File: config.mk
export PLATFORM = sky130hd
export DESIGN_NAME = palindrome
export DESIGN_NICKNAME = d
export VERILOG_FILES = /design/src/rtl/palindrome_pkg.sv /design/src/rtl/palindrome_bit_reverse.sv /design/src/rtl/palindrome.sv
export SDC_FILE = /design/constraint.sdc
export NUM_CORES = 1
export LEC_CHECK = 0
export BUFFER_PORTS_ARGS = -buffer_cell sky130_fd_sc_hd__buf_2
export CORE_AREA = 8 8 45 47
export DETAILED_ROUTE_END_ITERATION = 16
export DIE_AREA = 0 0 53 55
export PLACE_DENSITY_LB_ADDON = 0.3
export SYNTH_ARGS = -nofsm -noshare
export SYNTH_HDL_FRONTEND = slang
export SYNTH_SLANG_ARGS = --single-unit
File: constraint.sdc
create_clock -name clk -period 0.9 [get_ports clk]
set_input_delay 0.045 -clock clk [delete_from_list [all_inputs] [get_ports clk]]
set_output_delay 0.045 -clock clk [all_outputs]
set_load 0.02 [all_outputs]
File: src/rtl/palindrome_pkg.sv
// Shared definitions for the bit-palindrome checking stage.
//   PAL_DEFAULT_WIDTH : default word width of the detector
//   PAL_MAX_WIDTH     : widest word the shared helper handles
//   pal_mirror_xor()  : mismatch vector of mirrored bit pairs for any width up to PAL_MAX_WIDTH
package palindrome_pkg;

  localparam int unsigned PAL_DEFAULT_WIDTH = 8;
  localparam int unsigned PAL_MAX_WIDTH     = 64;

  // Bit i of the result is word[i] ^ word[width-1-i] for i < width/2; upper bits are zero.
  // The word is right-aligned: bits at or above width are ignored.
  function automatic logic [PAL_MAX_WIDTH/2-1:0] pal_mirror_xor(
    input logic [PAL_MAX_WIDTH-1:0] word,
    input int unsigned              width
  );
    logic [PAL_MAX_WIDTH/2-1:0] m;
    m = '0;
    for (int unsigned i = 0; i < PAL_MAX_WIDTH / 2; i++) begin
      if (i < width / 2) begin
        m[i] = word[i] ^ word[6'(width - 1 - i)];
      end
    end
    return m;
  endfunction

endpackage

File: src/rtl/palindrome_bit_reverse.sv
// bit_reverse stage of the palindrome detector: purely combinational bit-order reversal.
//   din  [WIDTH-1:0] : input word
//   dout [WIDTH-1:0] : dout[i] = din[WIDTH-1-i]
module palindrome_bit_reverse #(
  parameter int unsigned WIDTH = 8
) (
  input  logic [WIDTH-1:0] din,
  output logic [WIDTH-1:0] dout
);

  always_comb begin
    dout = '0;
    for (int unsigned i = 0; i < WIDTH; i++) begin
      dout[i] = din[WIDTH-1-i];
    end
  end

endmodule

File: src/rtl/palindrome.sv
// Registered bit-palindrome detector. Each accepted word is compared with its bit-reversed
// image; results appear one clock after the accepting edge, one word per clock.
//   clk           : rising-edge clock
//   rst           : synchronous reset, active-high, wins over in_valid
//   data          : word under test
//   in_valid      : data is sampled when high at a clk edge
//   is_palindrome : 1 = last accepted word is a bit palindrome
//   out_valid     : outputs carry a fresh result this cycle
//   mismatch_mask : bit i = data[i] ^ data[WIDTH-1-i] of the last accepted word
module palindrome
  import palindrome_pkg::*;
#(
  parameter int unsigned WIDTH = PAL_DEFAULT_WIDTH
) (
  input  logic               clk,
  input  logic               rst,
  input  logic [WIDTH-1:0]   data,
  input  logic               in_valid,
  output logic               is_palindrome,
  output logic               out_valid,
  output logic [WIDTH/2-1:0] mismatch_mask
);

  logic [WIDTH-1:0]   data_rev;
  logic [WIDTH/2-1:0] mask_d;
  logic               pal_d;

  palindrome_bit_reverse #(
    .WIDTH (WIDTH)
  ) u_bit_reverse (
    .din  (data),
    .dout (data_rev)
  );

  // rev[i] is data[WIDTH-1-i], so only the lower half carries distinct pairs; an odd centre
  // bit lands on itself and can never mismatch.
  always_comb begin
    mask_d = '0;
    for (int unsigned i = 0; i < WIDTH / 2; i++) begin
      mask_d[i] = data[i] ^ data_rev[i];
    end
    // Full-word compare is equivalent to ~|mask_d and keeps every reversed bit in use.
    pal_d = (data == data_rev);
  end

  always_ff @(posedge clk) begin
    if (rst) begin
      is_palindrome <= 1'b0;
      out_valid     <= 1'b0;
      mismatch_mask <= '0;
    end else if (in_valid) begin
      is_palindrome <= pal_d;
      out_valid     <= 1'b1;
      mismatch_mask <= mask_d;
    end else begin
      out_valid     <= 1'b0;
    end
  end

endmodule

==> impl_metrics.yaml <==
status:
  outcome: "completed"
cts:
  postCtsSetupRepairBufs: 0
  root_buffer: "clkbuf_4"
  cts_tree: "done"
  cts_hold_buf: 0
  cts_buffers: 3
  cts_num_sinks: 6
  clk_pin_slew_ns: 0.04
  cts_max_path_buffers: 2
  cts_resized: 0
  clkLatencyLatePin_ns: 0.24
  htree_levels: 1
layout:
  nNetsFinal: 54
  syn2layout_area_growth_pct: 47.7
  multi_input_area_um2: 114
  nFillCells: 164
  fin_util: 0.258
  regArea_um2: 120
  drive_above_1_share: 0.488
  instances_no_fill: 57
  antenna_cells: 0
global_route:
  grt_start_max_net_pins: 11
  gr-total-overflow: 0
  top_usage_layer: "met4"
  track_usage: 0.0525
  grt_pass1_vias: 256
  use_met1: 0.0517
  gr-usage-met3: 0.0214
  antenna_found_initial: 0
  met2_usage: 0.0645
  grt_pass1_wl_um: 1010
critical_path:
  path_buf_inv: 1
  worstReg2RegEnd: "is_palindrome"
  crit_type: "flip-flop to output port"
  cp.arrival_ns: 0.73
  endpoint_kind: "output port"
  slowest_stage: "dfxtp_1"
  path_cells: "buf_2"
  r2r-start: "is_palindrome"
  crit_path_max_incr_delay_ns: 0.32
  cp_top_family: "flip-flops"
  critPathLaunchType: "flip-flop"
  critPathMaxFanout: 2
  rrSetupSlack_ns: 0.22
  r2r_cells: 2
  cp.required_ns: 0.85
sta:
  grt_setup_unrepaired: "false"
  setup_viol: 0
  fmax_ghz: 1.29
  min_period_ns: 0.777
  tns_ns: 0
  fin_crit_sh: 0.863
  final_hold_viol_count: 0
  tightest_slew_ns: 0.186
  clock_skew_ns: 0
  drv_slew: 0
  slew-limit-headroom: 0.875
floorplan:
  die_y_um: 55
  ios: 17
  die-area_um2: 2920
  die_x_um: 53
  start_util: 0.175
  fp-row-count: 14
  core_um2: 1380
hold_path:
  whs_endpoint: "mismatch_mask[2]"
  hold_start: "rst"
  holdCritPathClass: "input pin to flip-flop"
  whs_path_depth: 2
pwr:
  sw_frac_of_total: 0.249
  powerDensity_nw_per_um2: 1820
  design_power_total_w: 0.000650
  combPwrFrac: 0.176
  power_leakage_nw: 0.173
  clkPwrFrac: 0.375
  max-vdd-ir-drop_v: 0.000582
  p_int_w: 0.000488
  power.switching_w: 0.000162
  seq_power_share: 0.448
detailed_routing:
  drtAntennaViolNets: 0
  wl_per_cell_um: 10.4
  drt_iter0_drc: 1
  drc_errors: 0
  wl_um: 590
  dr.pass1.iters: 4
  viasPerCell: 3.88
  vias: 221
placement:
  io_buffers: 16
  place.gp.congestion: 0.649
  dp.cells: 54
synthesis:
  ys_ff_latch: 6
  synth.avg_cell_area_um2: 10.5
  syn_inst: 23
  syn_nets: 34
  synthDistinctLibCells: 9
  seq_area_frac_synth: 0.497
  ys_warn_count: 0
  syn-cell-area_um2: 241
flow_run:
  maxCapViolations: 0
-- state kept, by name, summed over array words and instances (netlist names) --
name	count
is_palindrome	1
out_valid	1
mismatch_mask	4
-- layout by cell type, fill, tap and decap left out --
cell type / instances
nor3b_1: 1
xnor2_1: 4
buf_2: 16
and4_1: 1
clkbuf_4: 3
a21o_1: 1
nor2_1: 4
a211oi_1: 4
and2b_4: 1
dfxtp_1: 6
-- stage by stage --
| stage | hold slack (ns) | setup slack (ns) | instance area [µm²] |
|---|---|---|---|
| 2_1_floorplan | 0.118 | 0.143 | 241 |
| 3_3_place_gp | 0.297 | 0.140 | 334 |
| 3_5_place_dp | 0.300 | 0.147 | 334 |
| 4_1_cts | 0.0417 | 0.102 | 357 |
| 5_1_grt | 0.0458 | 0.0562 | 357 |
| 6_report | 0.0421 | 0.123 | 357 |
-- kinds of logic (layout without fill, tap and decap cells) --
group	count (synthesis)	count (layout)	synth area share
and+or+nand+nor	7	7	0.171
DFF	6	6	0.497
AOI/OAI and AO/OA	5	5	0.155
xor gates and xnor gates	4	4	0.145
buffers and inverters	1	19	0.0311
-- synthesized netlist by cell type --
cell type  instances  share of area
and2b_4            1          0.041
xnor2_1            4           0.15
and4_1             1          0.036
nor3b_1            1          0.031
nor2_1             4          0.062
dfxtp_1            6           0.50
a211oi_1           4           0.12
a21o_1             1          0.031
buf_4              1          0.031
-- worst max-delay path by stage --
stage,startpoint,endpoint,slack (ns),cells past startpoint
after detailed placement,data[1],is_palindrome,0.15,4
final,mismatch_mask[3],mismatch_mask[3],0.12,1
after global routing,mismatch_mask[3],mismatch_mask[3],0.06,1
after global placement,data[1],is_palindrome,0.14,4
after CTS,mismatch_mask[3],mismatch_mask[3],0.10,1
after floorplan,is_palindrome,is_palindrome,0.14,2
-- power groups by stage --
stage,sequential [W],clock [W],combinational (W)
2_1_floorplan,0.000319,0,0.0000458
3_3_place_gp,0.000297,0,0.000116
3_5_place_dp,0.000297,0,0.000118
4_1_cts,0.000292,0.000256,0.000118
5_1_grt,0.000294,0.000285,0.000126
6_report,0.000292,0.000244,0.000115
-- area by class of cell --
| cell class | count | share of cell area |
|---|---|---|
| Tap cell | 16 | 0.0561 |
| Sequential cell | 6 | 0.337 |
| Multi-Input combinational cell | 16 | 0.319 |
| Timing Repair Buffer | 16 | 0.225 |
| Clock buffer | 3 | 0.0632 |
-- routing by layer --
| layer | up-vias | part of all wire |
|---|---|---|
| met4 | 0 | 0.027 |
| met3 | 2 | 0.075 |
| li1 | 116 | - |
| met1 | 89 | 0.44 |
| met5 | - | 0 |
| met2 | 14 | 0.45 |
No activity file was read; power rests on OpenSTA's default activity.
